<file path="config.mk">
export PLATFORM = sky130hd
export DESIGN_NAME = rom_loader
export DESIGN_NICKNAME = d
export VERILOG_FILES = /design/src/rtl/rom_loader.sv
export SDC_FILE = /design/constraint.sdc
export NUM_CORES = 1
export LEC_CHECK = 0
export ABC_AREA = 1
export BUFFER_PORTS_ARGS = -buffer_cell sky130_fd_sc_hd__buf_2
export CAP_MARGIN = 10
export CORE_AREA = 2 2 197 180
export DETAILED_ROUTE_END_ITERATION = 6
export DIE_AREA = 0 0 199 182
export HOLD_SLACK_MARGIN = 0.12
export PLACE_DENSITY_LB_ADDON = 0.08
export SLEW_MARGIN = 20
export SYNTH_ARGS = -nofsm -noshare
export SYNTH_HDL_FRONTEND = slang
export SYNTH_SLANG_ARGS = --single-unit
</file>
<file path="constraint.sdc">
create_clock -name clk -period 1.35 [get_ports clk]
set_input_delay 0.2025 -clock clk [delete_from_list [all_inputs] [get_ports clk]]
set_output_delay 0.2025 -clock clk [all_outputs]
set_load 0.02 [all_outputs]
</file>
<file path="src/rtl/rom_loader.sv">
// rom_loader
//
// Upstream feeder for the two-half mean stage. A `go` request streams DEPTH
// bytes out of a synchronous ROM (1-cycle read latency) into a register buffer
// that is presented in parallel on `data_out`. Once the whole buffer is loaded
// it launches the mean stage with a single-cycle `start` (waiting on `ready`),
// then waits for `done` and keeps the returned `mean` as a registered result.
//
// Ports:
//   clk           sole clock, rising edge
//   rst           synchronous active-high reset, aborts any run
//   go            run request, only honoured while idle
//   rom_en        ROM read enable
//   rom_addr      ROM read address (AW bits)
//   rom_data      ROM read data, valid the cycle after the sampling edge
//   data_out      buffered bytes, drives the mean stage's rom_in bus
//   start         one-cycle launch pulse to the mean stage
//   ready         mean stage can accept start
//   done          mean stage has finished
//   mean          mean stage result, valid while done is high
//   result        captured mean
//   result_valid  result holds the value of the last completed run
//   busy          high whenever a run is in progress

module rom_loader #(
    parameter int DEPTH = 32,
    parameter int AW    = 5
) (
    input  logic          clk,
    input  logic          rst,
    input  logic          go,
    output logic          rom_en,
    output logic [AW-1:0] rom_addr,
    input  logic [7:0]    rom_data,
    output logic [7:0]    data_out [0:DEPTH-1],
    output logic          start,
    input  logic          ready,
    input  logic          done,
    input  logic [7:0]    mean,
    output logic [7:0]    result,
    output logic          result_valid,
    output logic          busy
);

    typedef enum logic [2:0] {
        IDLE,
        FETCH,
        DRAIN,
        LAUNCH,
        WAIT_DONE
    } state_t;

    localparam logic [AW-1:0] LAST_ADDR = AW'(DEPTH - 1);

    state_t        state;
    state_t        state_next;

    logic          fetch_begin;
    logic          fetch_last;
    logic          launch;
    logic          capture;

    logic          cap_pending;
    logic [AW-1:0] cap_idx;

    // State register.
    always_ff @(posedge clk) begin
        if (rst) begin
            state <= IDLE;
        end else begin
            state <= state_next;
        end
    end

    // Next-state logic plus the one-edge control strobes used by the
    // datapath registers below.
    always_comb begin
        state_next  = state;
        fetch_begin = 1'b0;
        fetch_last  = 1'b0;
        launch      = 1'b0;
        capture     = 1'b0;
        unique case (state)
            IDLE: begin
                if (go) begin
                    state_next  = FETCH;
                    fetch_begin = 1'b1;
                end
            end
            FETCH: begin
                // The last address is being sampled by the ROM on this edge,
                // so the read enable can drop now.
                if (rom_addr == LAST_ADDR) begin
                    state_next = DRAIN;
                    fetch_last = 1'b1;
                end
            end
            DRAIN: begin
                state_next = LAUNCH;
            end
            LAUNCH: begin
                if (ready) begin
                    state_next = WAIT_DONE;
                    launch     = 1'b1;
                end
            end
            WAIT_DONE: begin
                // While start is still high, done may be a leftover from the
                // previous run, so it is only trusted from the next edge on.
                if (!start && done) begin
                    state_next = IDLE;
                    capture    = 1'b1;
                end
            end
            default: begin
                state_next = IDLE;
            end
        endcase
    end

    // ROM address generator: one address per edge while fetching.
    always_ff @(posedge clk) begin
        if (rst) begin
            rom_en   <= 1'b0;
            rom_addr <= '0;
        end else if (fetch_begin) begin
            rom_en   <= 1'b1;
            rom_addr <= '0;
        end else if (fetch_last) begin
            rom_en   <= 1'b0;
        end else if (state == FETCH) begin
            rom_addr <= rom_addr + 1'b1;
        end
    end

    // Remember which address the ROM sampled on this edge so the returning
    // byte can be steered into the right slot one edge later. This also
    // covers the final byte, which arrives while already in DRAIN.
    always_ff @(posedge clk) begin
        if (rst) begin
            cap_pending <= 1'b0;
            cap_idx     <= '0;
        end else begin
            cap_pending <= rom_en;
            cap_idx     <= rom_addr;
        end
    end

    // Byte buffer: each slot changes only on its own write edge.
    always_ff @(posedge clk) begin
        if (rst) begin
            for (int k = 0; k < DEPTH; k++) begin
                data_out[k] <= '0;
            end
        end else if (cap_pending) begin
            data_out[cap_idx] <= rom_data;
        end
    end

    // Launch pulse and result capture. A new accepted go only clears the
    // valid flag; the old result value stays visible.
    always_ff @(posedge clk) begin
        if (rst) begin
            start        <= 1'b0;
            result       <= '0;
            result_valid <= 1'b0;
        end else begin
            start <= launch;
            if (fetch_begin) begin
                result_valid <= 1'b0;
            end
            if (capture) begin
                result       <= mean;
                result_valid <= 1'b1;
            end
        end
    end

    assign busy = (state != IDLE);

endmodule

</file>
Word level (Yosys, flattened, before mapping) --
Index checks and enable logic that the tools add are counted.
Storage, ports and cells: output and inout bits 273, input bits 21, bits in registers 281
Operators by class: bitwise logic cells 3, $lt $le $gt $ge 2, $add $sub $neg 1, reduce and logical (&&, ||, !) cells 11, equality and inequality tests 9, muxes and demuxes 19
Operator list (number):
- 256-bit bitwise mux | 1
- 8-bit demux with 5-bit select | 1
- 3-bit one-hot mux with 5 select lines | 1
- 3-bit two-way mux | 4
- 1-bit two-way mux | 11
- 8-bit two-way mux | 1
- 2-bit != test (second input constant) | 4
- 3-bit by 2-bit equality test with 1-bit output (second input constant) | 2
- 6-bit >= comparator (second input constant) | 1
- 6-bit by 1-bit less-than comparator with 1-bit output (second input constant) | 1
- 5-bit NOT with 6-bit output | 1
- 5-bit by 1-bit adder with 5-bit output (second input constant) | 1
- 5-bit equality test (second input constant) | 1
- 4-bit AND reduction | 1
- 2-bit nonzero test | 2
- 2-bit OR reduction | 2
- 3-bit by 1-bit equality test with 1-bit output (second input constant) | 1
- 3-bit equality test (second input constant) | 1
- 3-bit zero test | 1
- 3-bit nonzero test | 1
- 1-bit logical AND | 2
- 1-bit NOT | 2
- 2-bit AND reduction | 1
- 1-bit zero test | 1

Depth between registers and ports, before layout --
Gate-level depths: netlist (run 1).
depth after elaboration 6, depth in mapped cells 10, depth with buffers taken out 10

Worst setup path before layout (run 1) --
No wires, ideal clock.
kind flip-flop to flip-flop, start point register rom_addr[0], end point register state[0], data arrival time 1.561 ns, stages on the path, launching flop included 11, path buffers 0, library setup time 0.064 ns, slack -0.275 ns, cells stage by stage dfxtp_1 ha_1 inv_1 nor3_1 ha_1 inv_1 nand3_2 nand2_1 o21ai_0 nand2_1 nor2_1
Between the ends: longest elaborated chain between the ends 3
Ends and longest elaborated chain:
- from (decl) | line 33 | output logic [AW-1:0] rom_addr,
- from (signal assigned) | line 132 | rom_addr <= rom_addr + 1'b1;
- 5-bit equality test | line 93 | if (rom_addr == LAST_ADDR) begin
- 2-bit != test (no line)
- 4-bit AND reduction (no line)
- to (signal assigned) | line 71 | state <= state_next;
- to (decl) | line 55 | state_t state;
No other way between the ends. A chain may end at the register's enable or synchronous reset.

Worst setup path after layout (run 1) --
start point register rom_addr[0], end point register rom_addr[3]
Between the ends: longest elaborated chain between the ends 5, elaborated cells on any way between the ends 6
Ends and longest elaborated chain:
- 5-bit equality test | line 93
- 1-bit two-way mux | line 93
- 1-bit two-way mux | line 83 | unique case (state)
- 1-bit NOT (no line)
- 2-bit AND reduction (no line)
Several ways; a longest one is shown, not always the timed one.

==> results of run 1 <==
## critical path: stages (launching register included)
cell and delay (ps):
dfxtp_4 350, ha_4 150, inv_2 50, nor3_2 40
ha_2 170, inv_2 90, nand3_2 160, nor2_1 140
nand2_1 60, a21oi_1 130
## synth_stat cells
cell type and instances:
a211oi_1 2, a21oi_1 12, buf_1 25, buf_2 1
clkbuf_1 30, dfxtp_1 281, ha_1 2, inv_1 27
inv_2 36, inv_4 1, nand2_1 13, nand2_4 1
nand3_1 6, nand3_2 5, nand3_4 2, nand4_1 2
nor2_1 527, nor2_4 34, nor3_1 4, nor3_2 4
nor3b_1 2, o21ai_0 268, o21ai_1 1
## where the power goes
part           internal, mW  switching (mW)  leakage [nW]
clock                  5.50            3.51         0.546
sequential             8.46           0.148          2.27
combinational         0.786            1.26          4.30
total                  14.7            4.92          7.12
## stage by stage
| step | setup WS, ps | hold WS, ps | util | setup TNS [ps] | total power [mW] |
|---|---|---|---|---|---|
| 3_5_place_dp | -160 | 431 | 0.378 | -19630 | 10.3 |
| 2_1_floorplan | -19.9 | 286 | - | -38.2 | 9.64 |
| 4_1_cts | -84.5 | 179 | 0.424 | -610 | 19.6 |
| 6_report | -57.5 | 204 | 0.455 | -3410 | 19.7 |
| 3_3_place_gp | -163 | 426 | 0.378 | -14110 | 10.3 |
| 5_1_grt | -180 | 194 | 0.455 | -20220 | 20.5 |
## routing by layer
metal	vias to the layer above	share of wire	track usage
li1	4976	-	-
met1	4702	0.44	0.260
met2	217	0.49	0.332
met3	42	0.055	0.0481
met4	0	0.015	0.0454
met5	-	0	0
## cell families (layout without fill, tap and decap cells)
| logic type | after synthesis | after routing | share of synthesized area |
|---|---|---|---|
| and+or+nand+nor | 600 | 602 | 0.259 |
| AOI/OAI and AO/OA | 283 | 283 | 0.140 |
| buffers and inverters | 120 | 543 | 0.0447 |
| adders and majority gates | 2 | 2 | 0.00247 |
| DFF | 281 | 281 | 0.554 |
## sequential cells by signal, indices dropped and copies added (netlist names)
register,count
rom_addr,5
state,3
data_out,256
cap_idx,5
rom_en,1
result_valid,1
result,8
start,1
cap_pending,1
## layout make-up
class                           count  area, sq um  area share
Clock buffer                       49         1040      0.0665
Clock inverter                      6         55.1     0.00352
Inverter                           64          344      0.0220
Multi-Input combinational cell    887         4940       0.316
Sequential cell                   281         5660       0.362
Tap cell                          469          587      0.0375
Timing Repair Buffer              424         3020       0.193
## what timing repair did
action | 4_1_cts | 5_1_grt
endpoints found under the setup margin | 249 | 235
endpoints found under the hold margin | 25 | 0
gates cloned | 2 | 0
buffers inserted | 26 | 8
pin swaps | 28 | 203
resized for setup | 62 | 463
hold buffers | 13 | 0
## worst paths after layout
path,start,depth (start not counted),slack [ps],endpoint
worst min-delay path,rom_data[6],4,200,data_out[222]
worst max-delay path,rom_addr[0],9,-60,rom_addr[3]
worst max register to register,rom_addr[0],9,-60,rom_addr[3]
worst min register to register,rom_en,2,430,cap_pending
==> flow_metrics.tcl, run 1 <==
set metrics [dict create \
    synth_seq_cells 281 \
    violations "setup timing" \
    layout-drive-gt1-share 0.456 \
    cts.clk_slew.worst_paths_ps 60 \
    power.density_cell_area_nw_per_um2 1260 \
    dieHeight_um 182 \
    tritoncts_clock_tree "yes" \
    irDropWorstVdd_mv 0.864 \
    cts.htree.levels 2 \
    maxSlewViolCount 0 \
    setup_viol 124 \
    viasPerCell 4.56 \
    critPathArrivalTime_ps 1850 \
    diodes 0 \
    vias_in_the_first_global_route 9293 \
    nets 1715 \
    detail_route.drc_violations 0 \
    slew-limit-headroom 0.283 \
    top_post_synthesis_cells_by_area "dfxtp_1 55%, nor2_1 19%, o21ai_0 13%, nor2_4 3.8%, inv_2 1.3%" \
    final.setup_skew_ps 7.35 \
    synth_nets 1309 \
    seq_area_frac_synth 0.554 \
    grt_pass1_wl_mm 55.9 \
    dp.final_hpwl_mm 22.9 \
    run_status "complete, but fails checks" \
    cp_max_fo 5 \
    grt-ovfl-total 0 \
    clockRootBuffer "clkbuf_16" \
    timing.final.crit_share 1.04 \
    die_w_um 199 \
    post_synth_inst_count 1286 \
    synth_area_sq_um 10100 \
    worst_slack_ps -57.5 \
    drv_cap 0 \
    detailroute.via_count 9937 \
    critical_path.startpoint_type "flip-flop" \
    drt-wirelength-per-cell_um 16.8 \
    final_area_sq_um 15600 \
    route.antenna.remaining_nets 0 \
    unrepaired_setup_endpoints_after_global_routing "true" \
    worst-slew-pin-transition_ps 1080 \
    timing.fmax_ghz 0.710 \
    biggest_area_consumer_among_synthesized_cells "dfxtp_1" \
    place.detailed.instances 2079 \
    drt_pass_1_iters 4 \
    path_class "flip-flop to flip-flop" \
    number_of_antenna_violations_at_the_first_check_in_global_routing 0 \
    critical_path_required_ps 1790 \
    grt_start_max_net_pins 61 \
    core_sq_um 34400 \
    critical_path_end_type "flip-flop" \
    detail_route.wirelength_mm 36.7 \
    clock_sink_count 281 \
    io_pins 294 \
    synth_warnings 0 \
    final_cell_mix "476 x nor2_1, 289 x buf_2, 270 x dfxtp_1" \
    placement_rows 65 \
    fillCellCount 3446 \
    area_growth_syn_to_layout_pct 54.2 \
    design.die.area_sq_um 36200 \
    hold_fails_final_rpt 0 \
    layout.cells.most_common "nor2_1" \
    dpl_cell_area_sq_um 13000 \
    leakage_nw 7.12 \
    place.gp.congestion 0.739 \
    tritoncts.num_buffers 34 \
    track_usage 0.199 \
    postSynthAreaPerCell_sq_um 7.89 \
    finalWorstPathRequiredPeriod_ps 1410 \
    cts.path.max_buffers 3 \
    share_of_yosys_cell_area_claimed_by_the_top_area_cell_type 0.554 \
    holdCritPathClass "input pin to flip-flop" \
    yosysUniqueCellTypes 23 \
    floorplan.initialDensity 0.295 \
    first_iter_violations 380 \
    numPortBuffers 293 \
    worstSkewPairLatency_ps 510 \
    layoutNonFillerInstCount 2180 \
]
No activity file was read; power rests on OpenSTA's default activity.
==> inputs of run 2 (changes only) <==
Settings changed: ABC_AREA 1 to not set, CORE_AREA 2 2 197 180 to 2 2 198 180, DIE_AREA 0 0 199 182 to 0 0 200 182, GPL_ROUTABILITY_DRIVEN set to 0.
==> run 2 against run 1 <==
The flow still finishes with violations (setup timing). Clock power up 3.7%. Clock skew up 1.5 ps. Clock-buffer cell count down 7. Maximum frequency down 23%. Critical path type unchanged. Highest routed layer unchanged.
==> flow_metrics.tcl, run 2 <==
set metrics [dict create \
    cp_max_fo 4 \
    cts.clk_slew.worst_paths_ps 70 \
    layout.cells.most_common "nand2_1" \
    viasPerCell 4.42 \
    timing.final.crit_share 1.35 \
    async_reset_ff_frac 0 \
    hold_path.startpoint "rst" \
    worst-slew-pin-transition_ps 326 \
    power.density_cell_area_nw_per_um2 1200 \
    hold_path_end "data_out[217]" \
    violations "setup timing" \
    drt-wirelength-per-cell_um 18.4 \
    largest_register_ffs 256 \
    nets 1408 \
    path_class "flip-flop to flip-flop" \
    worst_slack_ps -467 \
    top_post_synthesis_cells_by_area "dfxtp_1 55%, mux2i_1 26%, nand2_1 11%, clkbuf_1 2.3%, nor2b_1 0.61%" \
    critical_path_end_type "flip-flop" \
    synth_ff_type "dfxtp_1" \
    grt_pass1_wl_mm 51.1 \
    grt_start_max_net_pins 33 \
    worst_r2r_endpoint "rom_addr[2]" \
    unrepaired_setup_endpoints_after_global_routing "true" \
    core_sq_um 34600 \
    track_usage 0.184 \
    rrSetupSlack_ps -470 \
    io_pins 294 \
    layout-drive-gt1-share 0.384 \
    critical_path_required_ps 1870 \
    hold_fails_final_rpt 0 \
    floorplan.initialDensity 0.294 \
    design.die.area_sq_um 36400 \
    critPathArrivalTime_ps 2340 \
    yosysUniqueCellTypes 35 \
    finalWorstPathRequiredPeriod_ps 1820 \
    seq_area_frac_synth 0.553 \
    drv_cap 0 \
    clock_sink_count 281 \
    worstHoldPathCells 4 \
    grt-ovfl-total 0 \
    dp.final_hpwl_mm 22.9 \
    numPortBuffers 293 \
    detail_route.drc_violations 0 \
    share_of_yosys_cell_area_claimed_by_the_top_area_cell_type 0.553 \
    irDropWorstVdd_mv 0.950 \
    worstSkewPairLatency_ps 570 \
    tritoncts.num_buffers 31 \
    critical_path.startpoint_type "flip-flop" \
    fillCellCount 3345 \
    post-place-ws_ps -557 \
    reg.largest.list "data_out (256), result (8)" \
    synth_nets 1017 \
    tritoncts_clock_tree "yes" \
    cts.path.max_buffers 3 \
    biggest_area_consumer_among_synthesized_cells "dfxtp_1" \
    synth_seq_cells 281 \
    final_area_sq_um 15400 \
    leakage_nw 8.25 \
    dieHeight_um 182 \
    detailroute.via_count 8307 \
    postSynthAreaPerCell_sq_um 10.2 \
    clockRootBuffer "clkbuf_16" \
    holdCritPathClass "input pin to flip-flop" \
    post-synth-top-count-cell "nand2_1" \
    final_cell_mix "283 x nand2_1, 267 x dfxtp_1, 264 x mux2i_1, 264 x buf_2, 78 x buf_4" \
    cts.htree.levels 1 \
    final.setup_skew_ps 8.83 \
    area_growth_syn_to_layout_pct 51.1 \
    critical_path.startpoint "rom_addr[1]" \
    synth_area_sq_um 10200 \
    die_w_um 200 \
    synth_warnings 0 \
    drt_pass_1_iters 5 \
    slew-limit-headroom 0.782 \
    post_synth_inst_count 994 \
    placement_rows 65 \
    largest_reg_by_ff_count "data_out" \
    number_of_antenna_violations_at_the_first_check_in_global_routing 1 \
    timing.fmax_ghz 0.550 \
    first_iter_violations 256 \
    maxSlewViolCount 0 \
    setup_viol 145 \
    vias_in_the_first_global_route 8252 \
    worst_r2r_startpoint "rom_addr[1]" \
    dpl_cell_area_sq_um 13200 \
    route.antenna.remaining_nets 0 \
    detail_route.wirelength_mm 34.6 \
    number_of_synthesized_flops_with_an_enable_pin 0 \
    worstRegToRegCells 6 \
    run_status "complete, but fails checks" \
    synth_common_cells "310 x nand2_1, 281 x dfxtp_1, 264 x mux2i_1" \
]
[run 2: logic make-up after synthesis]
group,count (synthesis),share of synthesized area
AO/OA/AOI/OAI,14,0.00848
adder cells (fa/ha/maj),2,0.00246
XOR/XNOR,1,0.000861
flip-flops,281,0.553
multiplexers,264,0.260
buffers and inverters,74,0.0289
AND/OR/NAND/NOR,358,0.147
[run 2: final cells by class]
cell class	instances	area, sq um	area share
clock buffers	42	897	0.0584
flip-flops and latches	281	5660	0.368
clock inverters	14	229	0.0149
diodes	1	2.50	0.000163
repair buffers	427	3140	0.204
repair inverters	1	8.76	0.000570
multi-input cells	640	4810	0.313
well taps	469	587	0.0382
inverters	3	37.5	0.00244
[run 2: metrics by stage]
stage | setup TNS, ps | hold WS, ps | total power, mW | instances | util
2_1_floorplan | -2190 | 292 | 8.83 | 994 | -
3_3_place_gp | -33990 | 440 | 9.24 | 1774 | 0.381
3_5_place_dp | -34270 | 444 | 9.24 | 1774 | 0.381
4_1_cts | -6400 | 131 | 18.7 | 1856 | 0.430
5_1_grt | -18350 | 131 | 19.1 | 1878 | 0.445
6_report | -10060 | 135 | 18.5 | 1878 | 0.445
[run 2: power by group]
| group | switching, mW | internal (mW) |
|---|---|---|
| registers | 0.0204 | 8.31 |
| logic | 0.493 | 0.346 |
| clock network | 3.57 | 5.77 |
[run 2: what timing repair did]
action / 4_1_cts / 5_1_grt
cloned: 0 / 2
setup buffers: 15 / 26
setup endpoints to repair: 272 / 276
hold buffers: 20 / 0
hold endpoints to repair: 101 / 0
gates resized for setup: 99 / 78
pin swaps: 11 / 17
[run 2: worst max path at each step]
stage,endpoint,slack (ps),cells after the start
2_1_floorplan,rom_addr[2],-570,6
3_3_place_gp,rom_addr[2],-550,6
3_5_place_dp,rom_addr[2],-560,6
4_1_cts,rom_addr[2],-470,6
5_1_grt,rom_addr[3],-520,6
6_report,rom_addr[2],-470,6
[run 2: per-layer routing]
| layer | GRT usage | routed length (um) | vias to the layer above |
|---|---|---|---|
| li1 | - | - | 4080 |
| met1 | 0.238 | 15300 | 3977 |
| met2 | 0.301 | 16100 | 196 |
| met3 | 0.0505 | 2310 | 54 |
| met4 | 0.0507 | 911 | 0 |
| met5 | 0 | 0 | - |
[run 2: critical path: stages (launching register included)]
cell and delay [ps]:
dfxtp_4 350, ha_4 150, and3_4 150, ha_4 150
or4b_4 500, or3_4 340, a21oi_2 110
